## config.mk

```make
export PLATFORM = sky130hd
export DESIGN_NAME = dds_spi_config_flat
export DESIGN_NICKNAME = d
export VERILOG_FILES = /design/src/rtl/dds_spi_config_if.sv /design/src/rtl/dds_spi_config.sv /design/src/flat_wrapper.sv
export SDC_FILE = /design/constraint.sdc
export NUM_CORES = 1
export LEC_CHECK = 0
export CORE_UTILIZATION = 55
export CTS_BUF_LIST = sky130_fd_sc_hd__clkbuf_4
export CTS_CLUSTER_DIAMETER = 40
export DETAILED_ROUTE_END_ITERATION = 10
export PLACE_DENSITY = 0.75
export SLEW_MARGIN = 20
export SYNTH_ARGS = -nofsm -noshare
export SYNTH_HDL_FRONTEND = slang
export SYNTH_SLANG_ARGS = --single-unit
```

## constraint.sdc

```tcl
create_clock -name clk -period 10.3 [get_ports clk]
set_clock_uncertainty 0.05 [all_clocks]
set_input_delay 2.575 -clock clk [delete_from_list [all_inputs] [get_ports clk]]
set_output_delay 2.575 -clock clk [all_outputs]
set_load 0.1 [all_outputs]
```

## src/rtl/dds_spi_config_if.sv

```systemverilog
// Pin-side bundle of the DDS configuration block: SPI pins and select pins in,
// selected tuning/phase words and status pulses out.
interface dds_spi_config_if #(
  parameter int FREQ_W  = 24,
  parameter int PHASE_W = 12
) ();
  logic               spi_clock;
  logic               spi_cs_n;
  logic               spi_mosi;
  logic               fselect;
  logic               pselect;
  logic [FREQ_W-1:0]  freq_word;
  logic [PHASE_W-1:0] phase_word;
  logic               acc_clear;
  logic               cfg_update;
  logic               frame_err;

  modport master (
    output spi_clock, spi_cs_n, spi_mosi, fselect, pselect,
    input  freq_word, phase_word, acc_clear, cfg_update, frame_err
  );
  modport slave (
    input  spi_clock, spi_cs_n, spi_mosi, fselect, pselect,
    output freq_word, phase_word, acc_clear, cfg_update, frame_err
  );
endinterface

```

## src/rtl/dds_spi_config.sv

```systemverilog
// SPI-slave register file for the DDS core: receives 32-bit write frames,
// holds FREQ0/1 and PHASE0/1, and drives the selected pair to the accumulator.
module dds_spi_config #(
  parameter int FREQ_W      = 24,
  parameter int PHASE_W     = 12,
  parameter int SYNC_STAGES = 2
) (
  input logic             clk,
  input logic             rst,
  dds_spi_config_if.slave bus
);
  typedef enum logic [1:0] {IDLE, SHIFT, COMMIT} state_t;

  // {cs_n, sclk} need one extra flop for edge detection; levels do not.
  logic [SYNC_STAGES:0][1:0]   edge_sync_q;
  logic [SYNC_STAGES-1:0][2:0] lvl_sync_q;
  logic [SYNC_STAGES:0]        vld_pipe_q;
  logic cs_fall_q, cs_rise_q, sck_rise_q, mosi_q;
  logic cs_cur, cs_prv, sck_cur, sck_prv, fsel, psel, sync_ok;

  state_t             state_q, state_d;
  logic [5:0]         cnt_q;
  logic [31:0]        shreg_q;
  logic [7:0]         addr;
  logic               addr_ok;
  logic [FREQ_W-1:0]  freq0_q, freq1_q, freq0_d, freq1_d, freq_word_q;
  logic [PHASE_W-1:0] phase0_q, phase1_q, phase0_d, phase1_d, phase_word_q;
  logic               acc_clear, cfg_update, frame_err;

  assign cs_cur  = edge_sync_q[SYNC_STAGES-1][1];
  assign cs_prv  = edge_sync_q[SYNC_STAGES][1];
  assign sck_cur = edge_sync_q[SYNC_STAGES-1][0];
  assign sck_prv = edge_sync_q[SYNC_STAGES][0];
  assign fsel    = lvl_sync_q[SYNC_STAGES-1][1];
  assign psel    = lvl_sync_q[SYNC_STAGES-1][2];
  // Edges only count once the chains hold real pin history, so a cs_n held
  // low across reset release is not mistaken for a new frame start.
  assign sync_ok = vld_pipe_q[SYNC_STAGES];

  always_ff @(posedge clk or posedge rst) begin
    if (rst) begin
      edge_sync_q <= {(SYNC_STAGES+1){2'b10}};
      lvl_sync_q  <= '0;
      vld_pipe_q  <= '0;
      cs_fall_q   <= 1'b0;
      cs_rise_q   <= 1'b0;
      sck_rise_q  <= 1'b0;
      mosi_q      <= 1'b0;
    end else begin
      edge_sync_q <= {edge_sync_q[SYNC_STAGES-1:0], {bus.spi_cs_n, bus.spi_clock}};
      lvl_sync_q  <= {lvl_sync_q[SYNC_STAGES-2:0], {bus.pselect, bus.fselect, bus.spi_mosi}};
      vld_pipe_q  <= {vld_pipe_q[SYNC_STAGES-1:0], 1'b1};
      cs_fall_q   <= sync_ok & ~cs_cur & cs_prv;
      cs_rise_q   <= sync_ok & cs_cur & ~cs_prv;
      sck_rise_q  <= sync_ok & sck_cur & ~sck_prv;
      mosi_q      <= lvl_sync_q[SYNC_STAGES-1][0];
    end
  end

  always_ff @(posedge clk or posedge rst) begin
    if (rst) state_q <= IDLE;
    else     state_q <= state_d;
  end

  always_comb begin
    state_d = state_q;
    case (state_q)
      IDLE:    if (cs_fall_q) state_d = SHIFT;
      SHIFT:   if (cs_rise_q) state_d = (cnt_q == 6'd32) ? COMMIT : IDLE;
      COMMIT:  state_d = IDLE;
      default: state_d = IDLE;
    endcase
  end

  assign addr    = shreg_q[31:24];
  assign addr_ok = (addr <= 8'h04);

  always_comb begin
    cfg_update = 1'b0;
    acc_clear  = 1'b0;
    frame_err  = 1'b0;
    if (state_q == COMMIT) begin
      cfg_update = addr_ok;
      acc_clear  = (addr == 8'h04) && shreg_q[0];
      frame_err  = !addr_ok;
    end else if (state_q == SHIFT && cs_rise_q) begin
      frame_err  = (cnt_q != 6'd0) && (cnt_q != 6'd32);
    end
  end

  // Count saturates at 33 so any overrun length still reads as a bad frame.
  always_ff @(posedge clk or posedge rst) begin
    if (rst) begin
      cnt_q   <= '0;
      shreg_q <= '0;
    end else if (state_q == IDLE && cs_fall_q) begin
      cnt_q   <= '0;
      shreg_q <= '0;
    end else if (state_q == SHIFT && sck_rise_q && !cs_rise_q) begin
      shreg_q <= {shreg_q[30:0], mosi_q};
      cnt_q   <= (cnt_q == 6'd33) ? cnt_q : cnt_q + 6'd1;
    end
  end

  always_comb begin
    freq0_d  = freq0_q;
    freq1_d  = freq1_q;
    phase0_d = phase0_q;
    phase1_d = phase1_q;
    if (state_q == COMMIT) begin
      case (addr)
        8'h00:   freq0_d  = shreg_q[FREQ_W-1:0];
        8'h01:   freq1_d  = shreg_q[FREQ_W-1:0];
        8'h02:   phase0_d = shreg_q[PHASE_W-1:0];
        8'h03:   phase1_d = shreg_q[PHASE_W-1:0];
        default: ;
      endcase
    end
  end

  // Outputs mux the next-state contents so a commit shows the following cycle.
  always_ff @(posedge clk or posedge rst) begin
    if (rst) begin
      freq0_q      <= '0;
      freq1_q      <= '0;
      phase0_q     <= '0;
      phase1_q     <= '0;
      freq_word_q  <= '0;
      phase_word_q <= '0;
    end else begin
      freq0_q      <= freq0_d;
      freq1_q      <= freq1_d;
      phase0_q     <= phase0_d;
      phase1_q     <= phase1_d;
      freq_word_q  <= fsel ? freq1_d : freq0_d;
      phase_word_q <= psel ? phase1_d : phase0_d;
    end
  end

  assign bus.freq_word  = freq_word_q;
  assign bus.phase_word = phase_word_q;
  assign bus.acc_clear  = acc_clear;
  assign bus.cfg_update = cfg_update;
  assign bus.frame_err  = frame_err;
endmodule

```

## src/flat_wrapper.sv

```systemverilog
// flat-port wrapper written by rule: the top's interface ports become plain ports
module dds_spi_config_flat 
#(
  parameter int FREQ_W      = 24,
  parameter int PHASE_W     = 12,
  parameter int SYNC_STAGES = 2
)
  (clk, rst, bus_spi_clock, bus_spi_cs_n, bus_spi_mosi, bus_fselect, bus_pselect, bus_freq_word, bus_phase_word, bus_acc_clear, bus_cfg_update, bus_frame_err);
  dds_spi_config_if #(.FREQ_W(FREQ_W), .PHASE_W(PHASE_W)) bus_i ();
  input logic clk;
  input logic rst;
  input wire logic [$bits(bus_i.spi_clock)-1:0] bus_spi_clock;
  input wire logic [$bits(bus_i.spi_cs_n)-1:0] bus_spi_cs_n;
  input wire logic [$bits(bus_i.spi_mosi)-1:0] bus_spi_mosi;
  input wire logic [$bits(bus_i.fselect)-1:0] bus_fselect;
  input wire logic [$bits(bus_i.pselect)-1:0] bus_pselect;
  output wire logic [$bits(bus_i.freq_word)-1:0] bus_freq_word;
  output wire logic [$bits(bus_i.phase_word)-1:0] bus_phase_word;
  output wire logic [$bits(bus_i.acc_clear)-1:0] bus_acc_clear;
  output wire logic [$bits(bus_i.cfg_update)-1:0] bus_cfg_update;
  output wire logic [$bits(bus_i.frame_err)-1:0] bus_frame_err;
  assign bus_i.spi_clock = bus_spi_clock;
  assign bus_i.spi_cs_n = bus_spi_cs_n;
  assign bus_i.spi_mosi = bus_spi_mosi;
  assign bus_i.fselect = bus_fselect;
  assign bus_i.pselect = bus_pselect;
  assign bus_freq_word = bus_i.freq_word;
  assign bus_phase_word = bus_i.phase_word;
  assign bus_acc_clear = bus_i.acc_clear;
  assign bus_cfg_update = bus_i.cfg_update;
  assign bus_frame_err = bus_i.frame_err;
  dds_spi_config #(.FREQ_W(FREQ_W), .PHASE_W(PHASE_W), .SYNC_STAGES(SYNC_STAGES)) u_core (.clk(clk), .rst(rst), .bus(bus_i));
endmodule
```

==> results of run 1 <==
kinds of logic after synthesis:
kind of cell,synth area share [%]
flip-flops,63.21
AND/OR/NAND/NOR,10.12
multiplexers,17.26
AO/OA/AOI/OAI,5.899
buffers and inverters,2.098
XOR/XNOR,0.7942
adder cells (fa/ha/maj),0.5673
other,0.05667
how the worst min path moves through the flow:
stage | startpoint | end | slack, ps | depth (start not counted)
after floorplan | u_core.edge_sync_q[0] | u_core.edge_sync_q[2] | 280 | 0
after global placement | u_core.lvl_sync_q[3] | u_core.mosi_q | 280 | 0
after detailed placement | u_core.edge_sync_q[0] | u_core.edge_sync_q[2] | 280 | 0
after CTS | u_core.edge_sync_q[0] | u_core.edge_sync_q[2] | 310 | 0
after global routing | u_core.vld_pipe_q[1] | u_core.vld_pipe_q[2] | 320 | 0
final | u_core.edge_sync_q[0] | u_core.edge_sync_q[2] | 310 | 0
power breakdown:
part	total (mW)	internal, mW	switching [mW]	leakage [nW]
logic	0.0933	0.0260	0.0674	1.16
registers	0.684	0.670	0.0145	2.27
clock network	0.484	0.278	0.206	0.204
total	1.26	0.974	0.288	3.63
state kept, by name, summed over array words and instances (netlist names):
signal                 flops
u_core.edge_sync_q         4
u_core.shreg_q            32
u_core.freq1_q            24
u_core.cs_rise_q           1
u_core.mosi_q              1
u_core.sck_rise_q          1
u_core.fsel                1
u_core.cs_prv              1
u_core.bus.freq_word      24
u_core.cs_cur              1
u_core.state_q             2
u_core.cnt_q               6
u_core.freq0_q            24
u_core.phase0_q           12
u_core.phase1_q           12
u_core.vld_pipe_q          3
u_core.bus.phase_word     12
u_core.lvl_sync_q          5
u_core.cs_fall_q           1
worst max-delay path: stages, from the launching register on:
cell and delay (ps):
dfrtp_1 510, or2_2 350, nor4_1 340, clkdlybuf4s50_1 1200
layout make-up:
cell class                 count  area [µm²]  share of cell area (%)
sequential                   167        4183                   55.28
timing repair buffer          48       476.7                   6.301
clock buffer                  22       165.2                   2.183
inverter                       3       16.27                  0.2150
clock inverter                 9       222.7                   2.944
multi-input combinational    284        2323                   30.71
tap                          143       178.9                   2.365
metrics by stage:
| step | setup WS (ps) | hold WS [ps] | instance area (µm²) |
|---|---|---|---|
| 5_1_grt | 4604 | 320.0 | 7566 |
| 4_1_cts | 4665 | 313.5 | 7562 |
| 3_5_place_dp | 5322 | 284.7 | 7174 |
| 2_1_floorplan | 3162 | 281.2 | 6618 |
| 6_report | 4734 | 310.6 | 7566 |
| 3_3_place_gp | 5380 | 281.8 | 7174 |
synthesized netlist by cell type (all sizes together):
cell type | number | area [µm²]
or2 | 20 | 125.1
nor3 | 2 | 10.01
nand2 | 72 | 270.3
o21ai | 1 | 5.000
dfstp | 3 | 78.83
nand4b | 3 | 41.29
nor2 | 10 | 37.54
nand3 | 1 | 5.000
dfrtp | 164 | 4104
nor4 | 2 | 27.53
nor4b | 1 | 23.77
nand4 | 5 | 31.28
and4b | 1 | 10.01
and3b | 1 | 8.760
inv | 3 | 11.26
and3 | 1 | 6.260
nand2b | 4 | 25.02
mux2 | 90 | 1122
ha | 3 | 37.54
xnor2 | 3 | 26.28
xor2 | 3 | 26.28
mux2i | 2 | 20.02
buf | 9 | 71.31
o221a | 18 | 202.7
o22ai | 1 | 6.260
a31oi | 1 | 6.260
nor4bb | 1 | 10.01
nand4bb | 1 | 11.26
nand3b | 1 | 20.02
clkbuf | 15 | 56.30
conb | 1 | 3.750
nor2b | 1 | 6.260
a21oi | 34 | 170.2
metal layers:
metal  part of all wire, %  GRT usage (%)
met5                     0              0
met4                   2.3          10.27
met2                    50          33.62
met1                    45          27.37
met3                   3.1          4.845
==> out/results.ini, run 1 <==
[clock_network]
cts_tree=done
clock_path_buffers=2
cts_hold_buf=0
clock_latency_ps=550
post_cts_resized=0
cts_buffers=17
cts_root_buf=clkbuf_4
cts.sinks=167
cts_setup_buffers=0
clkTransAtPathRegs_ps=120
htree_num_levels=4

[grt]
grt_max_degree=90
first_global_vias=3973
antenna_found_initial=0
grt_pass1_wl_um=20080
overflow=0
track_usage_pct=21.06

[die]
row_count=39
dieArea_mm2=0.01247
die_h_um=111.7
ios=46
initial_core_util_pct=57.22
die_width_um=111.7
core_mm2=0.01156

[pwr]
finalPower_mw=1.261
vdd_drop_max_v=0.0001146
p_leak_nw=3.630
p_per_area_mw_per_mm2=166.7

[worst_setup_path]
crit_end=bus_acc_clear
cp_max_fo=8
setup.worst_path.start=u_core.shreg_q[24]
critPathLaunchType=flip-flop
reg2reg_to=u_core.bus.phase_word[10]
required_ps=7680
cp.arrival_ps=2940
r2r-start=u_core.state_q[1]
worstSetupPathType=reg2out
crit_path_end_kind=primary output
r2r_cells=4
rrSetupSlack_ps=7240

[final_layout]
area_growth_pct=14.33
fillers=857
drive_gt1_share_pct=32.46
antenna_cells=0
final_util_pct=65.42
finalNonFillerCells=676
final_cell_mix=dfrtp_1, nand2_1, mux2_2
mostFrequentLayoutCell=dfrtp_1
fin_nets=531

[sta]
worst_slew_pin_slew_ps=989.7
grt_setup_unrepaired=false
min_period_over_period_pct=54.04
hold_viol_final=0
slew_headroom_pct=33.81
report.final.slew_viol_count=0
setup_viol=0
min_period_ps=5566
max_freq_mhz=179.6
setup_tns_ps=0

[logic_synthesis]
synth_nets=488
syn_inst=478
synth.avg_cell_area_um2=13.84
synth_area_mm2=0.006618
yosysWarningCount=0
ys_ff_latch=167
synth_cell_types=39
synth_seq_area_share_pct=63.21

[routing]
drcViolationCount=2
drt_wl_total_um=11980
drt_first_pass_iters=7
viasPerCell=5.686
drtIter0Drc=178
vias=3844
wire_per_inst_um=17.71
ant_nets=0

[placement]
gp_congestion=0.8267
portBuffers=45
dpl.cell_count=645
hpwl_um=7240

[flow_run]
cap_violations=0

[run_status]
outcome=finished, violations left
violations=design-rule violations

[min_path]
hp-class=reg2reg

(Power assumes the default switching activity.)
==> run 2, diff against run 1 <==
Settings changed: PLACE_DENSITY 0.75 to 0.78.
Clock period 10.3 ns to 4.65 ns, I/O delays scaled along.
==> out/results.ini, run 2 (synthesis gave the netlist of run 1 again) <==
[die]
die_h_um=111.7
row_count=39
initial_core_util_pct=57.22
dieArea_mm2=0.01247
ios=46
core_mm2=0.01156
die_width_um=111.7

[clock_network]
cts_hold_buf=0
cts_buffers=17
clock_path_buffers=2
cts.sinks=167
clock_latency_ps=560
post_cts_resized=0
cts_root_buf=clkbuf_4
htree_num_levels=4
clkTransAtPathRegs_ps=120
cts_tree=done
cts_setup_buffers=0

[sta]
grt_setup_unrepaired=false
min_period_ps=3992
report.final.slew_viol_count=0
max_freq_mhz=250.5
min_period_over_period_pct=85.85
setup_tns_ps=0
worst_slew_pin_slew_ps=989.3
setup_viol=0
hold_viol_final=0
hold_ws_ps=311.2
slew_headroom_pct=33.84

[routing]
drtIter0Drc=177
ant_nets=0
vias=3809
drcViolationCount=4
wire_per_inst_um=17.15
drt_first_pass_iters=7
drt_wl_total_um=11630
viasPerCell=5.618

[worst_setup_path]
cp.arrival_ps=2780
cp_max_fo=6
worstSetupPathType=reg2out
critPathLaunchType=flip-flop
rrSetupSlack_ps=1720
setup.worst_path.start=u_core.cnt_q[0]
crit_path_end_kind=primary output
required_ps=3440
r2r-start=u_core.state_q[1]

[min_path]
worstHoldStart=u_core.lvl_sync_q[3]
hp-class=reg2reg

[pwr]
p_per_area_mw_per_mm2=324.6
vdd_drop_max_v=0.0001821
p_leak_nw=3.565

[final_layout]
drive_gt1_share_pct=32.15
mostFrequentLayoutCell=dfrtp_1
largest_register_ffs=32
area_growth_pct=12.14
fillers=861
fin_nets=533
stdcell_area_mm2=0.007421
final_cell_mix=dfrtp_1, nand2_1, mux2_2
antenna_cells=0
largest_register=u_core.shreg_q

[grt]
grt_pass1_wl_um=19480
track_usage_pct=20.40
overflow=0
antenna_found_initial=0
grt_max_degree=76
first_global_vias=3966

[placement]
gp_congestion=0.7594
placed_area_mm2=0.007209
hpwl_um=7204
portBuffers=45

[run_status]
violations=design-rule violations
outcome=finished, violations left

[flow_run]
cap_violations=0

## run 2: cell count changes in the layout (fill, tap and decap cells not counted), sizes merged, moves of 2 or more
cell,before,now
buf,3,7
clkbuf,22,24
clkinv,1,6
clkdlybuf4s50,45,43
bufinv,7,0
## run 2: path summary, 6_finish.rpt
kind                       depth (start not counted)                        to
setup / recovery                                   6             bus_frame_err
hold / removal                                     0             u_core.mosi_q
setup reg to reg                                   4  u_core.bus.phase_word[0]
hold reg to reg                                    0             u_core.mosi_q
max in group asynchronous                          3  u_core.bus.phase_word[8]
min in group asynchronous                          2        u_core.freq0_q[23]
## run 2: worst max-delay path, cell delays in order (launching register included)
cell and delay (ps):
dfrtp_1 470, inv_1 70, ha_1 190, nand2_1 80, nand3_1 80, o22ai_1 170, clkdlybuf4s50_1 1160
## run 2: area by class of cell
class	count	area, µm²	share of cell area [%]
inverters	3	15.01	0.2023
well taps	143	178.9	2.411
clock buffers	24	180.2	2.428
repair buffers	50	508.0	6.845
clock inverters	7	31.28	0.4215
flip-flops and latches	167	4183	56.36
multi-input cells	284	2325	31.33
## run 2: metrics by stage
| stage | worst slack, ps | std cells | util (%) | power [mW] |
|---|---|---|---|---|
| 6_report | 658.0 | 678 | 64.17 | 2.409 |
| 3_3_place_gp | 1276 | 647 | 62.34 | 1.742 |
| 5_1_grt | 470.3 | 678 | 64.17 | 2.519 |
| 4_1_cts | 630.1 | 678 | 64.17 | 2.431 |
| 3_5_place_dp | 1277 | 647 | 62.34 | 1.750 |
| 2_1_floorplan | 810.5 | 478 | - | 1.687 |
## run 2: metal layers
layer	track usage (%)	routed length, µm	up-vias
met2	34.53	5950	94
met3	6.206	484	13
met1	25.26	5033	1952
met4	6.126	159	0
met5	0	0	-
li1	-	-	1750
## run 2: report_power, final
part           switching (mW)  total (mW)  internal [mW]
registers              0.0326        1.52           1.48
logic                   0.145       0.203         0.0585
clock network           0.449       0.690          0.241
total                   0.626        2.41           1.78
